--- src/rtl/pwr_seq_pkg.sv ---
// pwr_seq_pkg: shared types and sizing helpers for the power-enable sequencer.
// Latency: n/a (types and constant functions only).
// Backpressure: n/a.
package pwr_seq_pkg;

    typedef enum logic [1:0] {
        ST_IDLE   = 2'd0,
        ST_RAMP   = 2'd1,
        ST_REPORT = 2'd2,
        ST_DONE   = 2'd3
    } pwr_seq_state_t;

    // Width needed to hold a step index 0..num_modules inclusive.
    function automatic int step_w(input int num_modules);
        return $clog2(num_modules + 1);
    endfunction

    // Largest value a cnt_w-bit saturating counter may hold.
    function automatic longint unsigned sat_max(input int cnt_w);
        return (64'd1 << cnt_w) - 64'd1;
    endfunction

endpackage

--- src/rtl/pwr_en_sequencer_if.sv ---
// pwr_en_sequencer_if: per-step report channel (valid/ready) from the sequencer to its consumer.
// Latency: n/a (wires only).
// Backpressure: producer holds the record stable while rpt_valid && !rpt_ready.
interface pwr_en_sequencer_if
    import pwr_seq_pkg::*;
#(
    parameter int NUM_MODULES = 32,
    parameter int CNT_W       = 16
);
    localparam int STEP_W = step_w(NUM_MODULES);

    logic              rpt_valid;
    logic              rpt_ready;
    logic [STEP_W-1:0] rpt_step;
    logic [CNT_W-1:0]  rpt_toggles;

    modport master (
        output rpt_valid,
        output rpt_step,
        output rpt_toggles,
        input  rpt_ready
    );

    modport slave (
        input  rpt_valid,
        input  rpt_step,
        input  rpt_toggles,
        output rpt_ready
    );
endinterface

--- src/rtl/popcount_sat.sv ---
// popcount_sat: adds the number of set bits in vec to acc, clamping at the CNT_W all-ones value.
// Latency: combinational, zero cycles.
// Backpressure: none; pure function of its inputs.
module popcount_sat
    import pwr_seq_pkg::*;
#(
    parameter int NUM_MODULES = 32,
    parameter int CNT_W       = 16
) (
    input  logic [NUM_MODULES-1:0] vec,
    input  logic [CNT_W-1:0]       acc,
    output logic [CNT_W-1:0]       sum
);
    localparam int PC_W  = $clog2(NUM_MODULES + 1);
    localparam int EXT_W = ((CNT_W > PC_W) ? CNT_W : PC_W) + 1;
    localparam logic [CNT_W-1:0] SAT_MAX = CNT_W'(sat_max(CNT_W));

    logic [PC_W-1:0]  pc;
    logic [EXT_W-1:0] ext;

    // Count set bits, add with one spare bit of headroom, then clamp.
    always_comb begin
        pc = '0;
        for (int i = 0; i < NUM_MODULES; i++) begin
            pc = pc + PC_W'(vec[i]);
        end
        ext = EXT_W'(acc) + EXT_W'(pc);
        if (ext > EXT_W'(SAT_MAX)) begin
            sum = SAT_MAX;
        end else begin
            sum = ext[CNT_W-1:0];
        end
    end
endmodule

--- src/rtl/pwr_en_sequencer.sv ---
// pwr_en_sequencer: staircase ramp of load-array enables (0, 1, 3, 7 ...) with one report per step.
// Latency: busy one clock after start; each step lasts dwell cycles then at least one report cycle.
// Backpressure: REPORT holds record and enables until rpt_ready; abort drops it. Option PWR_SEQ_ACTIVITY_EN.
module pwr_en_sequencer
    import pwr_seq_pkg::*;
#(
    parameter int NUM_MODULES = 32,
    parameter int DWELL_W     = 32,
    parameter int CNT_W       = 16
) (
    input  logic                   clk100m,
    input  logic                   rstn,
    input  logic                   start,
    input  logic                   abort,
    input  logic [DWELL_W-1:0]     dwell_cycles,
    input  logic [NUM_MODULES-1:0] dummy_in,
    output logic [NUM_MODULES-1:0] pwr_en_out,
    output logic                   busy,
    output logic                   done,
    pwr_en_sequencer_if.master     rpt
);
    localparam int STEP_W = step_w(NUM_MODULES);
    localparam logic [STEP_W-1:0] LAST_STEP = STEP_W'(NUM_MODULES);

    pwr_seq_state_t         state;
    pwr_seq_state_t         state_nxt;
    logic [STEP_W-1:0]      step;
    logic [DWELL_W-1:0]     dwell_len;
    logic [DWELL_W-1:0]     dwell_cnt;
    logic [DWELL_W-1:0]     dwell_eff;
    logic [NUM_MODULES-1:0] next_mask;
    logic                   dwell_end;
    logic                   seq_start;
    logic                   rpt_accept;
    logic                   step_advance;

    // A zero dwell would never end a step, so it is run as a single cycle.
    assign dwell_eff    = (dwell_cycles == '0) ? DWELL_W'(1) : dwell_cycles;
    assign dwell_end    = (dwell_cnt == DWELL_W'(1));
    assign seq_start    = (state == ST_IDLE) && start;
    // Abort wins over a simultaneous ready: that record is treated as undelivered.
    assign rpt_accept   = (state == ST_REPORT) && rpt.rpt_ready && !abort;
    assign step_advance = rpt_accept && (step != LAST_STEP);

    // State register.
    always_ff @(posedge clk100m or negedge rstn) begin
        if (!rstn) begin
            state <= ST_IDLE;
        end else begin
            state <= state_nxt;
        end
    end

    // Next-state decode; start is only looked at in IDLE, abort everywhere else.
    always_comb begin
        state_nxt = state;
        case (state)
            ST_IDLE: begin
                if (start) state_nxt = ST_RAMP;
            end
            ST_RAMP: begin
                if (abort)          state_nxt = ST_IDLE;
                else if (dwell_end) state_nxt = ST_REPORT;
            end
            ST_REPORT: begin
                if (abort)              state_nxt = ST_IDLE;
                else if (rpt.rpt_ready) state_nxt = (step == LAST_STEP) ? ST_DONE : ST_RAMP;
            end
            ST_DONE: begin
                state_nxt = ST_IDLE;
            end
            default: begin
                state_nxt = ST_IDLE;
            end
        endcase
    end

    // Moore outputs decoded straight from the state register.
    always_comb begin
        busy          = (state != ST_IDLE);
        done          = (state == ST_DONE);
        rpt.rpt_valid = (state == ST_REPORT);
    end

    assign rpt.rpt_step = step;

    // Enable pattern for the step about to start: its lowest (step+1) modules on.
    always_comb begin
        next_mask = '0;
        for (int i = 0; i < NUM_MODULES; i++) begin
            next_mask[i] = (i <= int'(step));
        end
    end

    // Step index, dwell timer and enable vector; enables change on the same edge the new step begins.
    always_ff @(posedge clk100m or negedge rstn) begin
        if (!rstn) begin
            step       <= '0;
            dwell_len  <= '0;
            dwell_cnt  <= '0;
            pwr_en_out <= '0;
        end else if (seq_start) begin
            step       <= '0;
            dwell_len  <= dwell_eff;
            dwell_cnt  <= dwell_eff;
            pwr_en_out <= '0;
        end else if (abort) begin
            pwr_en_out <= '0;
        end else if (state == ST_RAMP) begin
            dwell_cnt <= dwell_cnt - DWELL_W'(1);
        end else if (step_advance) begin
            step       <= step + STEP_W'(1);
            pwr_en_out <= next_mask;
            dwell_cnt  <= dwell_len;
        end else if (rpt_accept) begin
            pwr_en_out <= '0;
        end
    end

`ifdef PWR_SEQ_ACTIVITY_EN
    logic [NUM_MODULES-1:0] dummy_prev;
    logic [NUM_MODULES-1:0] dummy_diff;
    logic [CNT_W-1:0]       toggles;
    logic [CNT_W-1:0]       toggles_sum;
    logic                   ramp_count;

    assign dummy_diff = dummy_in ^ dummy_prev;
    assign ramp_count = (state == ST_RAMP) && !abort;

    popcount_sat #(
        .NUM_MODULES (NUM_MODULES),
        .CNT_W       (CNT_W)
    ) u_popcount_sat (
        .vec (dummy_diff),
        .acc (toggles),
        .sum (toggles_sum)
    );

    // Previous activity sample, tracked in every state so the first ramp cycle sees a real edge.
    always_ff @(posedge clk100m or negedge rstn) begin
        if (!rstn) begin
            dummy_prev <= '0;
        end else begin
            dummy_prev <= dummy_in;
        end
    end

    // Per-step toggle accumulator; frozen outside RAMP so the report stays stable.
    always_ff @(posedge clk100m or negedge rstn) begin
        if (!rstn) begin
            toggles <= '0;
        end else if (seq_start || step_advance) begin
            toggles <= '0;
        end else if (ramp_count) begin
            toggles <= toggles_sum;
        end
    end

    assign rpt.rpt_toggles = toggles;
`else
    logic unused_dummy;
    assign unused_dummy    = ^dummy_in;
    assign rpt.rpt_toggles = '0;
`endif

endmodule
--- src/flat_wrapper.sv ---
// flat-port wrapper written by rule: the top's interface ports become plain ports
module pwr_en_sequencer_flat import pwr_seq_pkg::*;
#(
    parameter int NUM_MODULES = 32,
    parameter int DWELL_W     = 32,
    parameter int CNT_W       = 16
)
  (clk100m, rstn, start, abort, dwell_cycles, dummy_in, pwr_en_out, busy, done, rpt_rpt_valid, rpt_rpt_step, rpt_rpt_toggles, rpt_rpt_ready);
  pwr_en_sequencer_if #(.NUM_MODULES(NUM_MODULES), .CNT_W(CNT_W)) rpt_i ();
  input  logic clk100m;
  input  logic rstn;
  input  logic start;
  input  logic abort;
  input  logic [DWELL_W-1:0] dwell_cycles;
  input  logic [NUM_MODULES-1:0] dummy_in;
  output logic [NUM_MODULES-1:0] pwr_en_out;
  output logic busy;
  output logic done;
  output wire logic [$bits(rpt_i.rpt_valid)-1:0] rpt_rpt_valid;
  output wire logic [$bits(rpt_i.rpt_step)-1:0] rpt_rpt_step;
  output wire logic [$bits(rpt_i.rpt_toggles)-1:0] rpt_rpt_toggles;
  input wire logic [$bits(rpt_i.rpt_ready)-1:0] rpt_rpt_ready;
  assign rpt_rpt_valid = rpt_i.rpt_valid;
  assign rpt_rpt_step = rpt_i.rpt_step;
  assign rpt_rpt_toggles = rpt_i.rpt_toggles;
  assign rpt_i.rpt_ready = rpt_rpt_ready;
  pwr_en_sequencer #(.NUM_MODULES(NUM_MODULES), .DWELL_W(DWELL_W), .CNT_W(CNT_W)) u_core (.clk100m(clk100m), .rstn(rstn), .start(start), .abort(abort), .dwell_cycles(dwell_cycles), .dummy_in(dummy_in), .pwr_en_out(pwr_en_out), .busy(busy), .done(done), .rpt(rpt_i));
endmodule
--- config.mk ---
export PLATFORM = sky130hd
export DESIGN_NAME = pwr_en_sequencer_flat
export DESIGN_NICKNAME = d
export VERILOG_FILES = /design/src/rtl/pwr_seq_pkg.sv /design/src/rtl/pwr_en_sequencer_if.sv /design/src/rtl/popcount_sat.sv /design/src/rtl/pwr_en_sequencer.sv /design/src/flat_wrapper.sv
export SDC_FILE = /design/constraint.sdc
export NUM_CORES = 1
export LEC_CHECK = 0
export ABC_CLOCK_PERIOD_IN_PS = 3700
export CORE_MARGIN = 2
export CORE_UTILIZATION = 30
export DETAILED_ROUTE_END_ITERATION = 8
export GPL_TIMING_DRIVEN = 0
export SLEW_MARGIN = 15
export SYNTH_ARGS = -nofsm -noshare
export SYNTH_HDL_FRONTEND = slang
export SYNTH_SLANG_ARGS = --single-unit
--- constraint.sdc ---
create_clock -name clk100m -period 3.7 [get_ports clk100m]
set_input_delay 0.74 -clock clk100m [delete_from_list [all_inputs] [get_ports clk100m]]
set_output_delay 0.74 -clock clk100m [all_outputs]
set_load 0.02 [all_outputs]
## Word level (Yosys, flattened, before mapping)

Index checks and enable logic that the tools add are counted.

- Register bits after elaboration: 104

- $lt $le $gt $ge: 31
- Equal/unequal tests: 12
- Add/subtract/negate cells: 2
- Reductions and logical operators: 15
- Mux-type cells: 21

Operators by type and width:

| operator | number |
|---|---|
| 32-bit 2-to-1 mux | 10 |
| 5-bit by 6-bit <= comparator with 1-bit output, first input constant | 16 |
| 4-bit by 6-bit <= comparator with 1-bit output, first input constant | 8 |
| 32-bit by 1-bit == test with 1-bit output, second input constant | 1 |
| 32-bit zero test | 1 |
| 32-bit by 1-bit subtractor with 32-bit output, second input constant | 1 |
| 3-bit by 6-bit <= comparator with 1-bit output, first input constant | 4 |
| 6-bit 2-to-1 mux | 4 |
| 2-bit by 6-bit <= comparator with 1-bit output, first input constant | 2 |
| 2-bit 2-to-1 mux | 6 |
| 3-bit by 2-bit inequality test with 1-bit output, second input constant | 3 |
| 2-bit one-hot mux with 4 select lines | 1 |
| 6-bit by 1-bit adder with 6-bit output, second input constant | 1 |
| 6-bit == test, second input constant | 1 |
| 1-bit by 6-bit <= comparator with 1-bit output, first input constant | 1 |
| 6-bit inequality test, second input constant | 1 |
| 3-bit AND reduction | 2 |
| 2-bit == test, second input constant | 2 |
| 1-bit logical AND | 4 |
| 2-bit by 1-bit inequality test with 1-bit output, second input constant | 2 |
| 2-bit AND reduction | 2 |
| 2-bit nonzero test | 2 |
| 4-bit nonzero test | 1 |
| 3-bit nonzero test | 1 |
| other kinds (4) | 4 |

## Longest topological paths before layout

Gate-level depths: netlist (run 1).

- Word-level depth: 8
- Mapped depth: 8

## Worst setup path before layout (run 1)

OpenSTA, ideal clock, no wires.

- Path kind: reg-to-reg
- Start: register u_core.dwell_cnt[0]
- End: register u_core.dwell_cnt[18]
- Path slack: 1.610 ns
- Buffers on the path: 1
- Stages on the path, launching flop included: 9
- Library setup time: 0.064 ns
- Arrival: 2.027 ns
- Period minus slack after synthesis: 2.090 ns
- Cell sequence: dfrtp_1 -> inv_1 -> ha_1 -> buf_1 -> nor4b_1 -> nand4_2 -> or4_1 -> a21oi_1 -> a21o_1

- Longest elaborated chain between the ends: 4

RTL lines:

| item | RTL line | source |
|---|---|---|
| start, declared | pwr_en_sequencer.sv:29 | `logic [DWELL_W-1:0] dwell_cnt;` |
| start signal, assigned | pwr_en_sequencer.sv:105 | `dwell_cnt <= dwell_eff;` |
| start signal, assigned | pwr_en_sequencer.sv:110 | `dwell_cnt <= dwell_cnt - DWELL_W'(1);` |
| start signal, assigned | pwr_en_sequencer.sv:114 | `dwell_cnt <= dwell_len;` |
| 32-bit by 1-bit subtractor with 32-bit output | pwr_en_sequencer.sv:110 |  |
| 32-bit 2-to-1 mux | pwr_en_sequencer.sv:109 | `end else if (state == ST_RAMP) begin` |
| 32-bit 2-to-1 mux | pwr_en_sequencer.sv:107 | `end else if (abort) begin` |
| 32-bit 2-to-1 mux | pwr_en_sequencer.sv:102 | `end else if (seq_start) begin` |

Every way passes these cells. The select of a mux whose other input is x is not followed.
A chain may end at the register's enable or synchronous reset.

## Worst setup path after layout (run 1)

- Start: input abort
- End: register u_core.dwell_cnt[10]

- Longest elaborated chain between the ends: 5
- Elaborated cells between the ends (all ways): 6
- Those cells by class: 1 x eq/ne; 5 x reduce/logical

RTL lines:

| item | RTL line | source |
|---|---|---|
| start, declared | flat_wrapper.sv:13 | `input logic abort;` |
| 1-bit zero test | pwr_en_sequencer.sv:42 | `assign rpt_accept = (state == ST_REPORT) && rpt.rpt_ready && !abort;` |
| 1-bit logical AND | pwr_en_sequencer.sv:42 |  |
| 1-bit logical AND | pwr_en_sequencer.sv:43 | `assign step_advance = rpt_accept && (step != LAST_STEP);` |
| 3-bit nonzero test (no line) | - |  |
| 2-bit AND reduction (no line) * | - |  |

Mark *: on every way between the ends. The rest lies on a longest branch, timed or not.

==> metrics.yaml, run 1 <==
run_status:
  status: "complete, no violations"
timing:
  whs_ns: 0.261
  finalSetupTns_ns: 0
  setup_viol_count_final: 0
  drv_slew: 0
  max_slew_margin: 0.513
  worstMarginPinSlew_ns: 0.730
  clock_skew_ns: 0.00807
  final_hold_viol_count: 0
  finalCritPeriodShare: 0.768
  clock.fmax_ghz: 0.352
  period_needed_ns: 2.84
  rsz0062_at_grt: "no"
floorplanning:
  io_pins: 126
  rows: 49
  fp.dieArea_sq_mm: 0.0198
  start_util: 0.309
  die_x_um: 141
  core_sq_mm: 0.0181
  dieHeight_um: 141
yosys:
  yosysSeqAreaShare: 0.465
  netlist_instances: 647
  synth.area.mux_share: 0.0109
  synth_area_leaders: "dfrtp_1 46%, nand2_1 9.9%, o21ai_0 4.5%"
  yosys.area_share.simple: 0.248
  yosys-top-cells-count: "147 x nand2_1, 104 x dfrtp_1, 50 x o21ai_0"
  synth_compound_area_frac: 0.191
  synth_xor_area_frac: 0.00939
  yosys_warnings: 0
  synth_top_cell_area_share: 0.465
  synth_top_family_by_area: "simple AND/OR/NAND/NOR gates"
  synth-seq-cells: 104
  syn_area_per_cell_sq_um: 8.65
  synth_top_cell_by_area: "dfrtp_1"
  syn_area_sq_mm: 0.00560
  synthFlopType: "dfrtp_1"
  synth-edff-count: 0
  synth_cell_types: 65
  synth.most_common_cell: "nand2_1"
  yosys.area_share.adder: 0.0112
  async_reset_ff_frac: 1.00
cts:
  cts_root_buf: "clkbuf_16"
  clk_latency_ns: 0.37
  cts_tree: "built"
  path_clk_slew_ns: 0.07
  postCtsSetupRepairBufs: 0
  cts_hold_buf: 0
  cts_made_buffers: 9
  clock_path_buffers: 2
  cts_max_level: 3
  cts.repair.resized: 0
  cts.sinks: 104
layout:
  antenna_cells: 0
  drive_gt1_frac: 0.0767
  multi_input_area_sq_mm: 0.00269
  fin_area_sq_mm: 0.00709
  regArea_sq_mm: 0.00260
  area_growth_pct: 26.6
  num-fill-cells: 1833
  final_cells: 985
  nets: 825
drt:
  routed-via-count: 5163
  postRouteAntennaNets: 0
  drt_first_pass_iters: 5
  wl_met1_um: 8310
  met2WireLength_um: 8100
  totalWireLength_um: 17800
  top_layer: "met4"
  drt-vias-per-instance: 5.24
  drtIter0Drc: 486
  wl_met3_um: 934
  wl_per_cell_um: 18.1
  drc: 0
power:
  peakVddDrop_uv: 268
  power_mw: 3.58
  leakagePower_nw: 3.05
  power_density_mw_per_mm2: 505
placed_design:
  postPlaceCellArea_sq_mm: 0.00674
  place_congestion: 0.880
  dp_hpwl_um: 12900
  port_buffers: 77
  dp_cells: 969
global_route:
  grt_use_total: 0.178
  grt_first_pass_wirelength_um: 27600
  grt-ovfl-total: 0
  antenna_found_initial: 0
  grt_pass1_vias: 4885
  grt_max_degree: 70
setup_path:
  crit_fanout: 10
  required_ns: 3.98
  cp-end-kind: "flip-flop"
  reg2reg_from: "u_core.dwell_cnt[0]$_DFFE_PN0P_"
  worstReg2RegEnd: "u_core.dwell_cnt[18]$_DFFE_PN0P_"
  cp-start-kind: "input pin"
  reg2reg_setup_slack_ns: 1.08
  crit_type: "input pin to flip-flop"
  reg2reg_depth: 8
  critPathArrivalTime_ns: 3.12
min_path:
  hold_class: "input pin to asynchronous set/reset pin"
flow_run:
  drv_cap: 0
worst max-delay path, stage by stage:
cell	delay (ns)
clkdlybuf4s50_1	0.63
nand4bb_1	0.40
a31o_2	0.37
nand3_2	0.17
clkbuf_1	0.45
o21ai_0	0.18
a32oi_1	0.18
where the power goes:
part | total, mW | switching, mW | internal (mW)
sequential | 1.57 | 0.223 | 1.35
combinational | 0.885 | 0.549 | 0.336
clock | 1.12 | 0.441 | 0.680
total | 3.58 | 1.21 | 2.36
final cells by class:
| cell class | count | area share |
|---|---|---|
| Multi-Input combinational cell | 493 | 0.380 |
| Sequential cell | 104 | 0.367 |
| Timing Repair Buffer | 78 | 0.113 |
| Buffer | 56 | 0.0459 |
| Tap cell | 229 | 0.0404 |
| Clock buffer | 11 | 0.0342 |
| Clock inverter | 5 | 0.0147 |
| Inverter | 9 | 0.00477 |
per-layer routing:
layer  global-route usage  up-vias
met5                    0        -
met4               0.0726        0
met3               0.0194       27
met2                0.269      169
met1                0.260     2492
li1                     -     2475
worst max-delay path by stage:
| stage | from | slack (ns) | cells after the start | endpoint |
|---|---|---|---|---|
| after floorplan | u_core.dwell_cnt[0]$_DFFE_PN0P_ | 1.61 | 8 | u_core.dwell_cnt[18]$_DFFE_PN0P_ |
| after global placement | rstn | -2.26 | 1 | u_core.dwell_len[11]$_DFFE_PN0P_ |
| after detailed placement | abort | 0.49 | 7 | u_core.dwell_cnt[10]$_DFFE_PN0P_ |
| after CTS | abort | 0.87 | 7 | u_core.dwell_cnt[10]$_DFFE_PN0P_ |
| after global routing | abort | 0.67 | 7 | u_core.dwell_cnt[10]$_DFFE_PN0P_ |
| final | abort | 0.86 | 7 | u_core.dwell_cnt[10]$_DFFE_PN0P_ |
cells in the final DEF, fill, tap and decap left out, types with 7 or more instances in the layout:
| master | n |
|---|---|
| a21o_1 | 12 |
| a21oi_1 | 48 |
| a22o_1 | 7 |
| a31oi_1 | 11 |
| buf_4 | 16 |
| clkbuf_1 | 29 |
| clkbuf_16 | 9 |
| clkdlybuf4s50_1 | 76 |
| conb_1 | 16 |
| dfrtp_1 | 104 |
| inv_1 | 9 |
| nand2_1 | 147 |
| nand2b_1 | 12 |
| nand3_1 | 9 |
| nor2_1 | 40 |
| nor3_1 | 18 |
| nor4_1 | 20 |
| o21ai_0 | 50 |
kinds of logic after synthesis:
kind of cell | after synthesis
other cells | 1
xor+xnor | 6
simple gates | 288
flops | 104
fa+ha+maj | 5
compound gates | 172
buf+inv | 65
mux | 6
metrics by stage:
| stage | utilization | setup slack, ns |
|---|---|---|
| 3_3_place_gp | 0.370 | -2.26 |
| 3_5_place_dp | 0.371 | 0.493 |
| 4_1_cts | 0.391 | 0.870 |
| 5_1_grt | 0.391 | 0.671 |
| 6_report | 0.391 | 0.860 |
| 2_1_floorplan | - | 1.61 |
flip-flops by register name, summed over array words and instances, names as in the netlist:
name                 cells
u_core.state             2
u_core.dwell_cnt        32
u_core.pwr_en_out       32
u_core.rpt.rpt_step      6
u_core.dwell_len        32
Note: power is estimated with default switching activity, not from simulation.
==> run 2, diff against run 1 <==
--- a/config.mk
+++ b/config.mk
@@ -5,7 +5,7 @@
 export SDC_FILE = /design/constraint.sdc
 export NUM_CORES = 1
 export LEC_CHECK = 0
-export ABC_CLOCK_PERIOD_IN_PS = 3700
+export ABC_CLOCK_PERIOD_IN_PS = 2950
 export CORE_MARGIN = 2
 export CORE_UTILIZATION = 30
 export DETAILED_ROUTE_END_ITERATION = 8
==> constraint.sdc (replaced) <==
create_clock -name clk100m -period 2.95 [get_ports clk100m]
set_input_delay 0.59 -clock clk100m [delete_from_list [all_inputs] [get_ports clk100m]]
set_output_delay 0.59 -clock clk100m [all_outputs]
set_load 0.02 [all_outputs]
==> results of run 2 <==
The final DEF is identical to that of run 1. Status: complete, no violations.
Among the figures that moved: setup slack after placement 0.493 ns -> -0.107 ns; setup slack after layout 0.860 ns -> 0.260 ns; hold slack 0.261 ns -> 0.111 ns; register-to-register setup slack 1.08 ns -> 0.33 ns; total power 3.58 mW -> 4.49 mW; worst IR drop on VDD 268 uV -> 336 uV
